===== src/rtl/fetch_pkg.sv =====
// Shared types and helpers for the fetch/align front end.
// Build option: FETCH_RVC_EN enables compressed-parcel alignment.
package fetch_pkg;

   localparam int INST_W   = 32;
   localparam int PARCEL_W = 16;

   typedef enum logic [1:0] {
      ALIGNED = 2'd0,
      RESIDUE = 2'd1,
      SKIP_LO = 2'd2
   } align_state_e;

   function automatic logic is_compressed(input logic [1:0] lo);
      return lo != 2'b11;
   endfunction

endpackage


===== src/rtl/fetch_word_fifo.sv =====
// Small word buffer between instruction memory and the align FSM.
// Synchronous flush clears all entries in one cycle.
module fetch_word_fifo
   import fetch_pkg::*;
#(
   parameter int DEPTH = 2,
   parameter int CNT_W = $clog2(DEPTH + 1)
) (
   input  logic              clk,
   input  logic              flush,
   input  logic              push,
   input  logic [INST_W-1:0] push_data,
   input  logic              pop,
   output logic [INST_W-1:0] head,
   output logic [CNT_W-1:0]  count,
   output logic              full,
   output logic              empty
);

   localparam int PTR_W = (DEPTH > 1) ? $clog2(DEPTH) : 1;

   logic [INST_W-1:0] mem [DEPTH];
   logic [PTR_W-1:0]  rd_ptr;
   logic [PTR_W-1:0]  wr_ptr;

   function automatic logic [PTR_W-1:0] next_ptr(input logic [PTR_W-1:0] p);
      return (p == PTR_W'(DEPTH - 1)) ? '0 : p + PTR_W'(1);
   endfunction

   always_ff @(posedge clk) begin
      if (flush) begin
         rd_ptr <= '0;
         wr_ptr <= '0;
         count  <= '0;
      end else begin
         if (push) begin
            mem[wr_ptr] <= push_data;
            wr_ptr      <= next_ptr(wr_ptr);
         end
         if (pop) begin
            rd_ptr <= next_ptr(rd_ptr);
         end
         count <= count + CNT_W'(push) - CNT_W'(pop);
      end
   end

   assign head  = mem[rd_ptr];
   assign empty = (count == '0);
   assign full  = (count == CNT_W'(DEPTH));

endmodule


===== src/rtl/fetch_align_ctrl.sv =====
// Fetch request, response buffering and half-word alignment control.
// Build option: FETCH_RVC_EN enables the residue register and RVC FSM.
module fetch_align_ctrl
   import fetch_pkg::*;
#(
   parameter int          FIFO_DEPTH = 2,
   parameter logic [31:0] RESET_PC   = 32'h0000_0000
) (
   input  logic              clk,
   input  logic              reset,
   input  logic              redirect_valid,
   input  logic [31:0]       redirect_pc,
   output logic              imem_req,
   output logic [31:0]       imem_addr,
   input  logic              imem_gnt,
   input  logic              imem_rvalid,
   input  logic [INST_W-1:0] imem_rdata,
   input  logic              id_ready,
   output logic              inst_valid,
   output logic [INST_W-1:0] inst_o,
   output logic [31:0]       inst_pc,
   output logic              inst_is_c
);

   localparam int CNT_W = $clog2(FIFO_DEPTH + 1);

   logic [31:0]       fetch_addr;
   logic [31:0]       pc_q;
   logic [31:0]       redir_pc;
   logic [CNT_W-1:0]  outstanding;
   logic [CNT_W-1:0]  discard;
   logic [CNT_W-1:0]  fifo_count;
   logic [CNT_W:0]    in_use;
   logic [INST_W-1:0] head;
   logic              fifo_push;
   logic              fifo_pop;
   logic              fifo_full;
   logic              fifo_empty;
   logic              fire;
   logic              drop;
   logic              take;
   logic              accept;
   logic              cand_valid;
   logic              cand_c;
   logic [INST_W-1:0] cand_inst;

   assign in_use    = {1'b0, outstanding} + {1'b0, fifo_count};
   assign imem_req  = ~reset & ~redirect_valid
                    & (in_use < (CNT_W + 1)'(FIFO_DEPTH));
   assign imem_addr = fetch_addr;
   assign fire      = imem_req & imem_gnt;
   assign drop      = imem_rvalid & (discard != '0);
   assign fifo_push = imem_rvalid & ~drop & ~redirect_valid;
   assign take      = id_ready & ~redirect_valid & ~reset;

   fetch_word_fifo #(
      .DEPTH (FIFO_DEPTH),
      .CNT_W (CNT_W)
   ) u_fifo (
      .clk       (clk),
      .flush     (reset | redirect_valid),
      .push      (fifo_push),
      .push_data (imem_rdata),
      .pop       (fifo_pop),
      .head      (head),
      .count     (fifo_count),
      .full      (fifo_full),
      .empty     (fifo_empty)
   );

   assign inst_valid = cand_valid & ~redirect_valid & ~reset;
   assign inst_o     = inst_valid ? cand_inst : '0;
   assign inst_is_c  = inst_valid & cand_c;
   assign inst_pc    = pc_q;
   assign accept     = inst_valid & id_ready;

`ifdef FETCH_RVC_EN
   align_state_e          state;
   logic [PARCEL_W-1:0]   residue;
   logic                  unused_rpc;

   assign unused_rpc = redirect_pc[0];
   assign redir_pc   = {redirect_pc[31:1], 1'b0};

   always_comb begin
      cand_valid = 1'b0;
      cand_c     = 1'b0;
      cand_inst  = '0;
      fifo_pop   = 1'b0;
      unique case (state)
         ALIGNED: begin
            cand_valid = ~fifo_empty;
            fifo_pop   = ~fifo_empty & take;
            if (is_compressed(head[1:0])) begin
               cand_c    = 1'b1;
               cand_inst = {{PARCEL_W{1'b0}}, head[PARCEL_W-1:0]};
            end else begin
               cand_inst = head;
            end
         end
         RESIDUE: begin
            if (is_compressed(residue[1:0])) begin
               cand_valid = 1'b1;
               cand_c     = 1'b1;
               cand_inst  = {{PARCEL_W{1'b0}}, residue};
            end else begin
               cand_valid = ~fifo_empty;
               cand_inst  = {head[PARCEL_W-1:0], residue};
               fifo_pop   = ~fifo_empty & take;
            end
         end
         SKIP_LO: begin
            fifo_pop = ~fifo_empty & ~redirect_valid & ~reset;
         end
         default: begin
            cand_valid = 1'b0;
         end
      endcase
   end

   always_ff @(posedge clk) begin
      if (reset) begin
         state   <= ALIGNED;
         residue <= '0;
      end else if (redirect_valid) begin
         state   <= redirect_pc[1] ? SKIP_LO : ALIGNED;
         residue <= '0;
      end else begin
         unique case (state)
            ALIGNED: begin
               if (accept && cand_c) begin
                  residue <= head[INST_W-1:PARCEL_W];
                  state   <= RESIDUE;
               end
            end
            RESIDUE: begin
               if (accept) begin
                  if (cand_c) begin
                     state <= ALIGNED;
                  end else begin
                     residue <= head[INST_W-1:PARCEL_W];
                  end
               end
            end
            SKIP_LO: begin
               if (!fifo_empty) begin
                  residue <= head[INST_W-1:PARCEL_W];
                  state   <= RESIDUE;
               end
            end
            default: state <= ALIGNED;
         endcase
      end
   end
`else
   logic unused_rpc;

   assign unused_rpc = ^redirect_pc[1:0];
   assign redir_pc   = {redirect_pc[31:2], 2'b00};
   assign cand_valid = ~fifo_empty;
   assign cand_c     = 1'b0;
   assign cand_inst  = head;
   assign fifo_pop   = ~fifo_empty & take;
`endif

   always_ff @(posedge clk) begin
      if (reset) begin
         fetch_addr  <= RESET_PC;
         pc_q        <= RESET_PC;
         outstanding <= '0;
         discard     <= '0;
      end else begin
         outstanding <= outstanding + CNT_W'(fire) - CNT_W'(imem_rvalid);
         if (redirect_valid) begin
            fetch_addr <= {redirect_pc[31:2], 2'b00};
            pc_q       <= redir_pc;
            discard    <= outstanding - CNT_W'(imem_rvalid);
         end else begin
            if (fire) begin
               fetch_addr <= fetch_addr + 32'd4;
            end
            if (drop) begin
               discard <= discard - CNT_W'(1);
            end
            if (accept) begin
               pc_q <= pc_q + (cand_c ? 32'd2 : 32'd4);
            end
         end
      end
   end

   // The outstanding+buffered cap means a response always has room.
   a_no_overflow: assert property (
      @(posedge clk) disable iff (reset) !(fifo_push && fifo_full)
   );

endmodule


===== config.mk =====
export PLATFORM = sky130hd
export DESIGN_NAME = fetch_align_ctrl
export DESIGN_NICKNAME = d
export VERILOG_FILES = /design/src/rtl/fetch_pkg.sv /design/src/rtl/fetch_word_fifo.sv /design/src/rtl/fetch_align_ctrl.sv
export SDC_FILE = /design/constraint.sdc
export NUM_CORES = 1
export LEC_CHECK = 0
export ABC_AREA = 1
export ABC_CLOCK_PERIOD_IN_PS = 4050
export BUFFER_PORTS_ARGS = -buffer_cell sky130_fd_sc_hd__buf_2
export CORE_ASPECT_RATIO = 1.4
export CORE_MARGIN = 5
export CORE_UTILIZATION = 40
export CTS_BUF_LIST = sky130_fd_sc_hd__clkbuf_4
export DETAILED_ROUTE_END_ITERATION = 6
export PLACE_DENSITY = 0.63
export SLEW_MARGIN = 20
export SYNTH_ARGS = -nofsm -noshare
export SYNTH_HDL_FRONTEND = slang
export SYNTH_HIERARCHICAL = 1
export SYNTH_SLANG_ARGS = --single-unit

===== constraint.sdc =====
create_clock -name clk -period 4.05 [get_ports clk]
set_input_delay 0 -clock clk [delete_from_list [all_inputs] [get_ports clk]]
set_output_delay 0 -clock clk [all_outputs]
set_load 0.01 [all_outputs]

==> summary.txt, run 1 <==
Routing
  – Drt initial violations: between 400 and 500
  – Post-Route WL: about 22000 um
  – Number of detailed-routing iterations run before antenna repair: 6
  – Per-cell routed wire length: about 15 um
  – Via count: roughly 6900
  – Remaining DRCs: 0
  – Via density: just under 5
  – Post-route ant nets: 0

Placement
  – Placed cell area: approximately 8300 sq um
  – Dpl ws: around 1.6 ns
  – IO Port Bufs: roughly 160
  – Detailed Place HPWL: ~16000 um
  – Gp weighted congestion: between 1 and 1.5

Worst setup path
  – CP max stage cell: clkinv_1
  – CP max stage delay: about 0.65 ns
  – WS Path Type: reg2reg
  – CP top delay family: buffers and inverters
  – Crit path capture type: flip-flop
  – Worst EP required: about 4.5 ns
  – WP data arrival: 3.43 ns
  – Crit path max fanout: 27
  – Setup crit start kind: flip-flop
  – Ordered list of cells on the worst path: nand2_1, inv_1, fa_1, inv_1, nand4_4, clkinv_1, nand3b_1, nand2_1, nand3_1, o21ai_0, dlygate4sd3_1
  – CP bufs+invs: 4

Clock network
  – CTS tree: done
  – Root Driver: clkbuf_4
  – CTS Buffer Depth: 2
  – H-tree depth: 4
  – Clk sinks: about 130
  – Cts repair resizes: 0
  – TritonCTS Buffers: 17
  – Clock Pin Slew Worst Setup and Hold Paths: ~0.15 ns
  – Worst skew pair latency: between 0.5 and 0.6 ns

Layout
  – Most common cell after layout, fill and taps aside: nand2_1
  – Area grow syn2layout: 26.2%
  – Nets@finish: 1248
  – Commonest cells after routing, fill and taps aside: nand2_1 (253), buf_2 (161), inv_1 (136)
  – Layout cells sized above 1: around 22%
  – Post-Layout Inst Area: 9320 sq um

Pwr
  – Flop pwr share: between 50% and 60%
  – Internal cell power: approximately 1.9 mW
  – Leakage: 4.15 nW
  – Switching Power: roughly 0.87 mW
  – Max IR drop VDD: ~170 uV
  – Combinational power share: between 10% and 20%
  – P per Cell Area: approximately 300 nW/um^2
  – Clock power frac: between 30% and 40%
  – Switching part of the total: 31.4%

Timing
  – F_max: ~340 MHz
  – Slew @ Worst Pin: 1.09 ns
  – Hold WS: 0.167 ns
  – Setup WS post-layout: ~1.1 ns
  – Final Setup Violations: 0
  – RSZ-0062 raised after global routing: false
  – Worst slew margin: between 20% and 30%
  – Tmin final: approximately 3 ns
  – Crit share post-route: approximately three quarters
  – Final Hold Viols: 0
  – TNS Setup: 0 ns
  – Setup Skew: slightly below 0.03 ns
  – Final max-slew violation count: 0

Global route
  – Initial antenna violation count: 1
  – GRT overflow: 0
  – Vias in the first global route: 6617
  – First-pass GRT wire length: approximately 35000 um
  – Largest net degree at the start of global routing: between 40 and 50
  – Total track usage: between 20% and 30%

Floorplanning
  – Die area: 21300 sq um
  – Core area: 18100 sq um
  – Starting Density: between 40% and 50%
  – Chip Height: 171 um
  – Die Width: 125 um
  – Row count: 58
  – Io pins: 169

Yosys
  – Cell count after synthesis: 942
  – Warnings, synthesis: 6
  – Post-Syn Area per Cell: just under 8 sq um
  – Post-Syn Area: roughly 7400 sq um

Min path
  – Hold/Removal Path Class: in2reg

Run
  – Max-cap violations: 0

Status
  – Status: finished clean
-- power groups by stage --
stage | combinational [mW] | sequential (mW) | clock [mW]
floorplan | 0.178 | 1.55 | 0
global placement | 0.312 | 1.55 | 0
detailed placement | 0.317 | 1.55 | 0
CTS | 0.372 | 1.52 | 0.917
global route | 0.416 | 1.53 | 0.990
finish | 0.371 | 1.52 | 0.890
-- layer usage --
layer	up-vias	wire [um]	global-route usage (%)
met5	-	0	0
met4	0	691	7.69
met3	40	1070	3.90
met2	247	10800	36.8
met1	3112	9060	24.3
li1	3472	-	-
-- worst register-to-register path, cell delays in order (launching register included) --
cell and delay, ns:
dfxtp_1 0.35, nand2_1 0.06, inv_1 0.04, fa_1 0.47, inv_1 0.07, nand4_4 0.12
clkinv_1 0.65, nand3b_1 0.34, nand2_1 0.07, nand3_1 0.08, o21ai_0 0.07, dlygate4sd3_1 0.57
-- stage by stage --
step,util (%),power (mW),std cells
3_3_place_gp,46.1,1.86,1319
5_1_grt,51.6,2.94,1423
2_1_floorplan,-,1.73,946
4_1_cts,51.5,2.81,1422
3_5_place_dp,46.1,1.87,1319
6_report,51.6,2.78,1423
-- area by class of cell --
| cell class | count | area (sq um) |
|---|---|---|
| Inverter | 140 | 526 |
| Sequential cell | 133 | 3300 |
| Antenna cell | 1 | 2.50 |
| Clock inverter | 15 | 153 |
| Timing Repair Buffer | 238 | 1560 |
| Clock buffer | 17 | 128 |
| Fill cell | 1744 | 8750 |
| Multi-Input combinational cell | 639 | 3340 |
| Tap cell | 240 | 300 |
-- path summary, 6_finish.rpt --
path                                     start          endpoint  slack, ns  cells after the start
worst max-delay path            outstanding[0]     imem_addr[23]       1.07                     11
worst min-delay path             imem_rdata[8]  u_fifo/mem[1][8]       0.17                      2
worst max register to register  outstanding[0]     imem_addr[23]       1.07                     11
worst min register to register   u_fifo/wr_ptr     u_fifo/wr_ptr       0.48                      2
-- flip-flops by register name (all words and copies together) (netlist names), named ones only --
name and cells:
u_fifo/wr_ptr 1, u_fifo/rd_ptr 1, outstanding 2, u_fifo/mem 64, inst_pc 30, discard 2, imem_addr 30, u_fifo/count 2
-- what timing repair did --
action | 4_1_cts | 5_1_grt
buffers inserted | 0 | 0
hold endpoints to repair | 131 | 0
hold buffers | 71 | 0
(Power assumes the default switching activity.)
==> inputs of run 2 (changes only) <==
--- a/config.mk
+++ b/config.mk
@@ -6,7 +6,7 @@
 export NUM_CORES = 1
 export LEC_CHECK = 0
 export ABC_AREA = 1
-export ABC_CLOCK_PERIOD_IN_PS = 4050
+export ABC_CLOCK_PERIOD_IN_PS = 3100
 export BUFFER_PORTS_ARGS = -buffer_cell sky130_fd_sc_hd__buf_2
 export CORE_ASPECT_RATIO = 1.4
 export CORE_MARGIN = 5
==> constraint.sdc (replaced) <==
create_clock -name clk -period 3.1 [get_ports clk]
set_input_delay 0 -clock clk [delete_from_list [all_inputs] [get_ports clk]]
set_output_delay 0 -clock clk [all_outputs]
set_load 0.01 [all_outputs]
==> run 2 against run 1 <==
  * Combinational power is 33% higher
  * First-iteration DRC count is 2.7% lower
  * Largest power group unchanged
  * Global-route usage is 0.32 points lower
  * Count of clock-buffer cells in the layout unchanged
  * Sequential share of layout area fell by 0.53 points
  * Worst setup slack lost 0.70 ns
  * Core utilization up 0.78 points
  * Cell area is 1.5% higher
  * Die area unchanged
  * Largest cell class unchanged
  * Hold slack got worse by 0.0029 ns
  * Clock skew increased by 0.0028 ns
==> summary.txt, run 2 (synthesis gave the netlist of run 1 again) <==
Placement
  – Detailed Place HPWL: between 15000 and 20000 um
  – IO Port Bufs: between 150 and 200
  – Placed cell area: approximately 8400 sq um
  – Gp weighted congestion: roughly 0.95

Routing
  – Remaining DRCs: 0
  – Per-cell routed wire length: 15.2 um
  – Via density: between 4 and 5
  – Number of detailed-routing iterations run before antenna repair: 5
  – Drt initial violations: 391
  – Via count: between 6000 and 7000
  – Post-route ant nets: 0
  – Post-Route WL: 21800 um

Layout
  – Commonest cells after routing, fill and taps aside: nand2_1 (253), buf_2 (161), inv_1 (136)
  – Nets@finish: around 1300
  – Max reg flops: between 60 and 70
  – Layout Utilization: a little over half
  – Post-Layout Inst Area: between 9000 and 10000 sq um
  – Layout cells sized above 1: roughly 22%
  – Most common cell after layout, fill and taps aside: nand2_1
  – Top reg by flops: u_fifo/mem
  – Area grow syn2layout: 28.1%
  – Filler cells: roughly 1700

Clock network
  – Worst skew pair latency: around 0.55 ns
  – Post-CTS setup buffers: 0
  – CTS tree: done
  – TritonCTS Buffers: 17
  – CTS Buffer Depth: 2
  – Clk sinks: ~130
  – H-tree depth: 4
  – Clock Pin Slew Worst Setup and Hold Paths: between 0.15 and 0.2 ns
  – Root Driver: clkbuf_4

Timing
  – RSZ-0062 raised after global routing: false
  – Slew @ Worst Pin: between 0.5 and 0.6 ns
  – TNS Setup: 0 ns
  – Setup Skew: between 0.03 and 0.04 ns
  – Worst slew margin: approximately 63%
  – Final Hold Viols: 0
  – F_max: about 370 MHz
  – Crit share post-route: approximately 88%
  – Tmin final: roughly 2.7 ns
  – Final Setup Violations: 0
  – Final max-slew violation count: 0

Worst setup path
  – R2R Path End: imem_addr[23]
  – Crit path max fanout: 28
  – Ordered list of cells on the worst path: nand2_1, inv_1, fa_1, inv_1, nand4_4, clkinvlp_4, nand3b_1, nand2_1, nand3_1, o21ai_0, dlygate4sd3_1
  – WS Path Type: reg2reg
  – CP bufs+invs: 4
  – Setup crit start kind: flip-flop
  – FF-to-FF Start: u_fifo/count[0]
  – CP max stage cell: dlygate4sd3_1
  – R2r setup slk: about 0.37 ns
  – CP max stage delay: between 0.5 and 0.6 ns
  – CP top delay family: buffers and inverters
  – Crit path capture type: flip-flop
  – Worst EP required: ~3.6 ns
  – R2R cell count: 11
  – WP data arrival: ~3.2 ns

Run
  – Max-cap violations: 0

Floorplanning
  – Io pins: about 170
  – Chip Height: around 170 um
  – Starting Density: between 40 and 50%
  – Core area: roughly 18000 sq um
  – Die Width: 125 um
  – Row count: between 50 and 60
  – Die area: ~21000 sq um

Status
  – Status: finished clean

Pwr
  – P per Cell Area: between 400 and 500 nW/um^2
  – Leakage: ~4.2 nW
  – Max IR drop VDD: ~250 uV

Global route
  – Vias in the first global route: just under 7000
  – Initial antenna violation count: 1
  – Total track usage: 20.1%
  – First-pass GRT wire length: ~34000 um
  – GRT overflow: 0
  – Largest net degree at the start of global routing: 47

Min path
  – Hold_sp: imem_rdata[29]
  – Hold/Removal Path Class: in2reg
  – Hold depth: 2
  – WHS Endpoint: u_fifo/mem[0][29]
run 2: cell types whose count changed in the layout (fill, tap and decap cells not counted):
| cell | delta |
|---|---|
| clkinvlp_4 | -2 |
| clkinv_4 | +1 |
| inv_6 | -1 |
| dlygate4sd3_1 | +2 |
| clkinv_1 | -1 |
| buf_4 | +4 |
| nor3_4 | +1 |
| bufinv_16 | +3 |
| nor3_2 | -1 |
| diode_2 | +1 |
| clkinv_8 | +2 |
| inv_8 | -2 |
run 2: cell type report:
type / instances / area, sq um / area share [%]
clock inverters: 15 / 230 / 2.43
clock buffers: 17 / 128 / 1.35
inverters: 140 / 529 / 5.60
well taps: 240 / 300 / 3.18
multi-input cells: 639 / 3350 / 35.4
flip-flops and latches: 133 / 3300 / 34.9
repair buffers: 244 / 1610 / 17.0
diodes: 2 / 5.00 / 0.0529
run 2: worst max-delay path by stage:
stage                             endpoint  slack, ns            start  cells past startpoint
after floorplan           u_fifo/mem[0][0]       0.54       discard[0]                      6
after global placement       imem_addr[29]       0.61  u_fifo/count[0]                      9
after detailed placement     imem_addr[28]       0.57  u_fifo/count[0]                      9
after CTS                    imem_addr[23]       0.04  u_fifo/count[0]                     11
after global routing         imem_addr[23]       0.16   outstanding[0]                     11
final                        imem_addr[23]       0.37  u_fifo/count[0]                     11
run 2: through the flow:
stage               hold WS [ns]  cells  power (mW)  worst slack [ns]
floorplan                 0.0989    946        2.25             0.539
global placement           0.187   1323        2.43             0.607
detailed placement         0.192   1323        2.44             0.569
CTS                        0.118   1428        3.93            0.0374
global route               0.117   1430        4.08             0.164
finish                     0.164   1430        3.89             0.374
run 2: power breakdown:
part / leakage (nW) / switching (mW) / internal, mW
Sequential: 1.15 / 0.0831 / 1.90
Clock: 0.189 / 0.796 / 0.614
Combinational: 2.90 / 0.271 / 0.222
Total: 4.23 / 1.15 / 2.74
run 2: per-layer routing:
| layer | vias to the layer above | GRT usage [%] | wire length [um] |
|---|---|---|---|
| li1 | 3472 | - | - |
| met1 | 3130 | 23.0 | 8810 |
| met2 | 232 | 36.8 | 11100 |
| met3 | 39 | 4.43 | 1300 |
| met4 | 0 | 7.78 | 535 |
| met5 | - | 0 | 0 |
run 2: timing repair:
action                                  in CTS  in global routing
endpoints found under the setup margin       0                  4
gates resized for setup                      0                  1
hold buffers                                73                  0
hold endpoints to repair                   130                  0
==> inputs of run 3 (changes only) <==
--- a/config.mk
+++ b/config.mk
@@ -7,7 +7,7 @@
 export LEC_CHECK = 0
 export ABC_AREA = 1
 export ABC_CLOCK_PERIOD_IN_PS = 3100
-export BUFFER_PORTS_ARGS = -buffer_cell sky130_fd_sc_hd__buf_2
+export BUFFER_PORTS_ARGS = -buffer_cell sky130_fd_sc_hd__clkbuf_2
 export CORE_ASPECT_RATIO = 1.4
 export CORE_MARGIN = 5
 export CORE_UTILIZATION = 40
==> run 3 against run 2 <==
  * Combinational power is 0.8% lower
  * Die area unchanged
  * Via count is 1.2% higher
  * Sequential power is essentially flat
  * Critical path depth shrank 2
  * Final cell count shrank 0.28%
  * Maximum frequency grew 0.18%
  * Flip-flop and latch count stayed put
  * Critical path type unchanged
  * Largest cell class unchanged
  * Highest routed layer unchanged
==> summary.txt, run 3 (synthesis gave the netlist of run 1 again) <==
Status
  – Status: finished clean

Min path
  – Hold_sp: imem_rdata[28]
  – Hold/Removal Path Class: in2reg
  – WHS Endpoint: u_fifo/mem[1][28]
  – Hold depth: 2

Timing
  – TNS Setup: 0 ns
  – Setup Skew: slightly above 0.03 ns
  – Crit share post-route: 87.8%
  – RSZ-0062 raised after global routing: false
  – Final max-slew violation count: 0
  – Final Setup Violations: 0
  – Final Hold Viols: 0
  – F_max: ~370 MHz
  – Worst slew margin: around three fifths
  – Slew @ Worst Pin: slightly below 0.6 ns
  – Tmin final: approximately 2.7 ns

Placement
  – IO Port Bufs: about 160
  – Gp weighted congestion: roughly 0.95
  – Detailed Place HPWL: 15600 um

Worst setup path
  – R2R Path End: imem_addr[23]
  – Crit path max fanout: 25
  – CP top delay family: buffers and inverters
  – CP max stage cell: dlygate4sd3_1
  – Worst EP required: about 3.5 ns
  – FF-to-FF Start: outstanding[1]
  – WP data arrival: between 3 and 4 ns
  – Ordered list of cells on the worst path: fa_1, inv_1, nand4_4, clkinvlp_4, nand3b_1, nand2_1, nand3_1, o21ai_0, dlygate4sd3_1
  – CP max stage delay: about 0.59 ns
  – Setup crit start kind: flip-flop
  – CP bufs+invs: 3
  – WS Path Type: reg2reg
  – R2R cell count: 9
  – Crit path capture type: flip-flop
  – R2r setup slk: approximately 0.38 ns

Layout
  – Most common cell after layout, fill and taps aside: nand2_1
  – Area taken by flip-flops and latches: ~3300 sq um
  – Commonest cells after routing, fill and taps aside: nand2_1 (253), clkbuf_2 (161), inv_1 (136)
  – Nets@finish: 1251
  – Multi-input logic area: 3350 sq um
  – Max reg flops: 64
  – Layout Utilization: roughly 52%
  – Top reg by flops: u_fifo/mem
  – Area grow syn2layout: 27.4%
  – Layout cells sized above 1: between 20% and 30%
  – Filler cells: 1717

Clock network
  – Clk sinks: 133
  – H-tree depth: 4
  – Clock Pin Slew Worst Setup and Hold Paths: approximately 0.16 ns
  – TritonCTS Buffers: 17
  – Worst skew pair latency: 0.54 ns
  – CTS Buffer Depth: 2
  – Post-CTS setup buffers: 0
  – CTS tree: done
  – Root Driver: clkbuf_4

Routing
  – Via count: 6954
  – Number of detailed-routing iterations run before antenna repair: 5
  – Post-route ant nets: 0
  – Per-cell routed wire length: ~15 um
  – Remaining DRCs: 0
  – Via density: ~4.9
  – Post-Route WL: between 20000 and 25000 um
  – Drt initial violations: between 400 and 500

Pwr
  – Leakage: 4.15 nW
  – P per Cell Area: ~410 nW/um^2
  – Max IR drop VDD: 176 uV
  – Total design power: roughly 3.8 mW

Global route
  – First-pass GRT wire length: 33800 um
  – Largest net degree at the start of global routing: 47
  – Total track usage: just under 20%
  – Vias in the first global route: around 6700
  – GRT overflow: 0
  – Initial antenna violation count: 1

Floorplanning
  – Row count: 58
  – Io pins: 169
  – Die Width: approximately 120 um
  – Core area: 18100 sq um
  – Starting Density: 40.9%
  – Chip Height: between 150 and 200 um
  – Die area: approximately 21000 sq um

Run
  – Max-cap violations: 0
[run 3: changes by cell type in the layout (fill, tap and decap cells not counted), moves of 2 or more]
cell,delta
buf_4,-2
inv_8,+2
clkbuf_2,+161
buf_2,-161
[run 3: power breakdown]
group          switching, mW  leakage (nW)  internal, mW
Combinational          0.271          2.83         0.219
Sequential            0.0861          1.15          1.90
Clock                  0.804         0.176         0.536
[run 3: layout make-up]
class / instances / share of cell area [%]
Antenna cell: 1 / 0.0266
Clock buffer: 17 / 1.36
Clock inverter: 15 / 2.18
Inverter: 140 / 5.63
Multi-Input combinational cell: 639 / 35.6
Sequential cell: 133 / 35.1
Tap cell: 240 / 3.19
Timing Repair Buffer: 241 / 16.9
[run 3: worst max-delay path by stage]
stage / end / depth (start not counted) / startpoint / slack [ns]
after floorplan: u_fifo/mem[0][0] / 6 / discard[0] / 0.54
after global placement: imem_addr[29] / 9 / u_fifo/count[0] / 0.68
after detailed placement: imem_addr[10] / 9 / u_fifo/count[0] / 0.64
after CTS: imem_addr[23] / 9 / outstanding[1] / 0.13
after global routing: imem_addr[23] / 12 / outstanding[0] / 0.18
final: imem_addr[23] / 9 / outstanding[1] / 0.38
[run 3: timing repair]
item / CTS / global route
hold buffers: 72 / 0
endpoints found under the hold margin: 130 / 0
resized for setup: 0 / 1
setup endpoints to repair: 0 / 1
[run 3: worst register-to-register path, delay by kind of cell (launching register included)]
| kind | cells | cell delay [ns] |
|---|---|---|
| buffers and inverters | 3 | 1.08 |
| adder cells (fa/ha/maj) | 1 | 0.54 |
| AND/OR/NAND/NOR | 4 | 0.53 |
| flip-flops | 1 | 0.39 |
| AO/OA/AOI/OAI | 1 | 0.08 |
[run 3: per-layer routing]
| metal | vias up | share of wire, % | track usage (%) |
|---|---|---|---|
| li1 | 3476 | - | - |
| met1 | 3205 | 41 | 23.0 |
| met2 | 235 | 51 | 36.4 |
| met3 | 38 | 5.3 | 3.84 |
| met4 | 0 | 2.4 | 7.45 |
| met5 | - | 0 | 0 |
[run 3: through the flow]
stage	hold WS [ns]	cells	instance area (sq um)	setup slack [ns]
5_1_grt	0.111	1426	9400	0.178
6_report	0.181	1426	9400	0.379
4_1_cts	0.141	1425	9400	0.135
3_5_place_dp	0.193	1321	8340	0.642
3_3_place_gp	0.189	1321	8340	0.679
2_1_floorplan	0.0989	946	7400	0.539
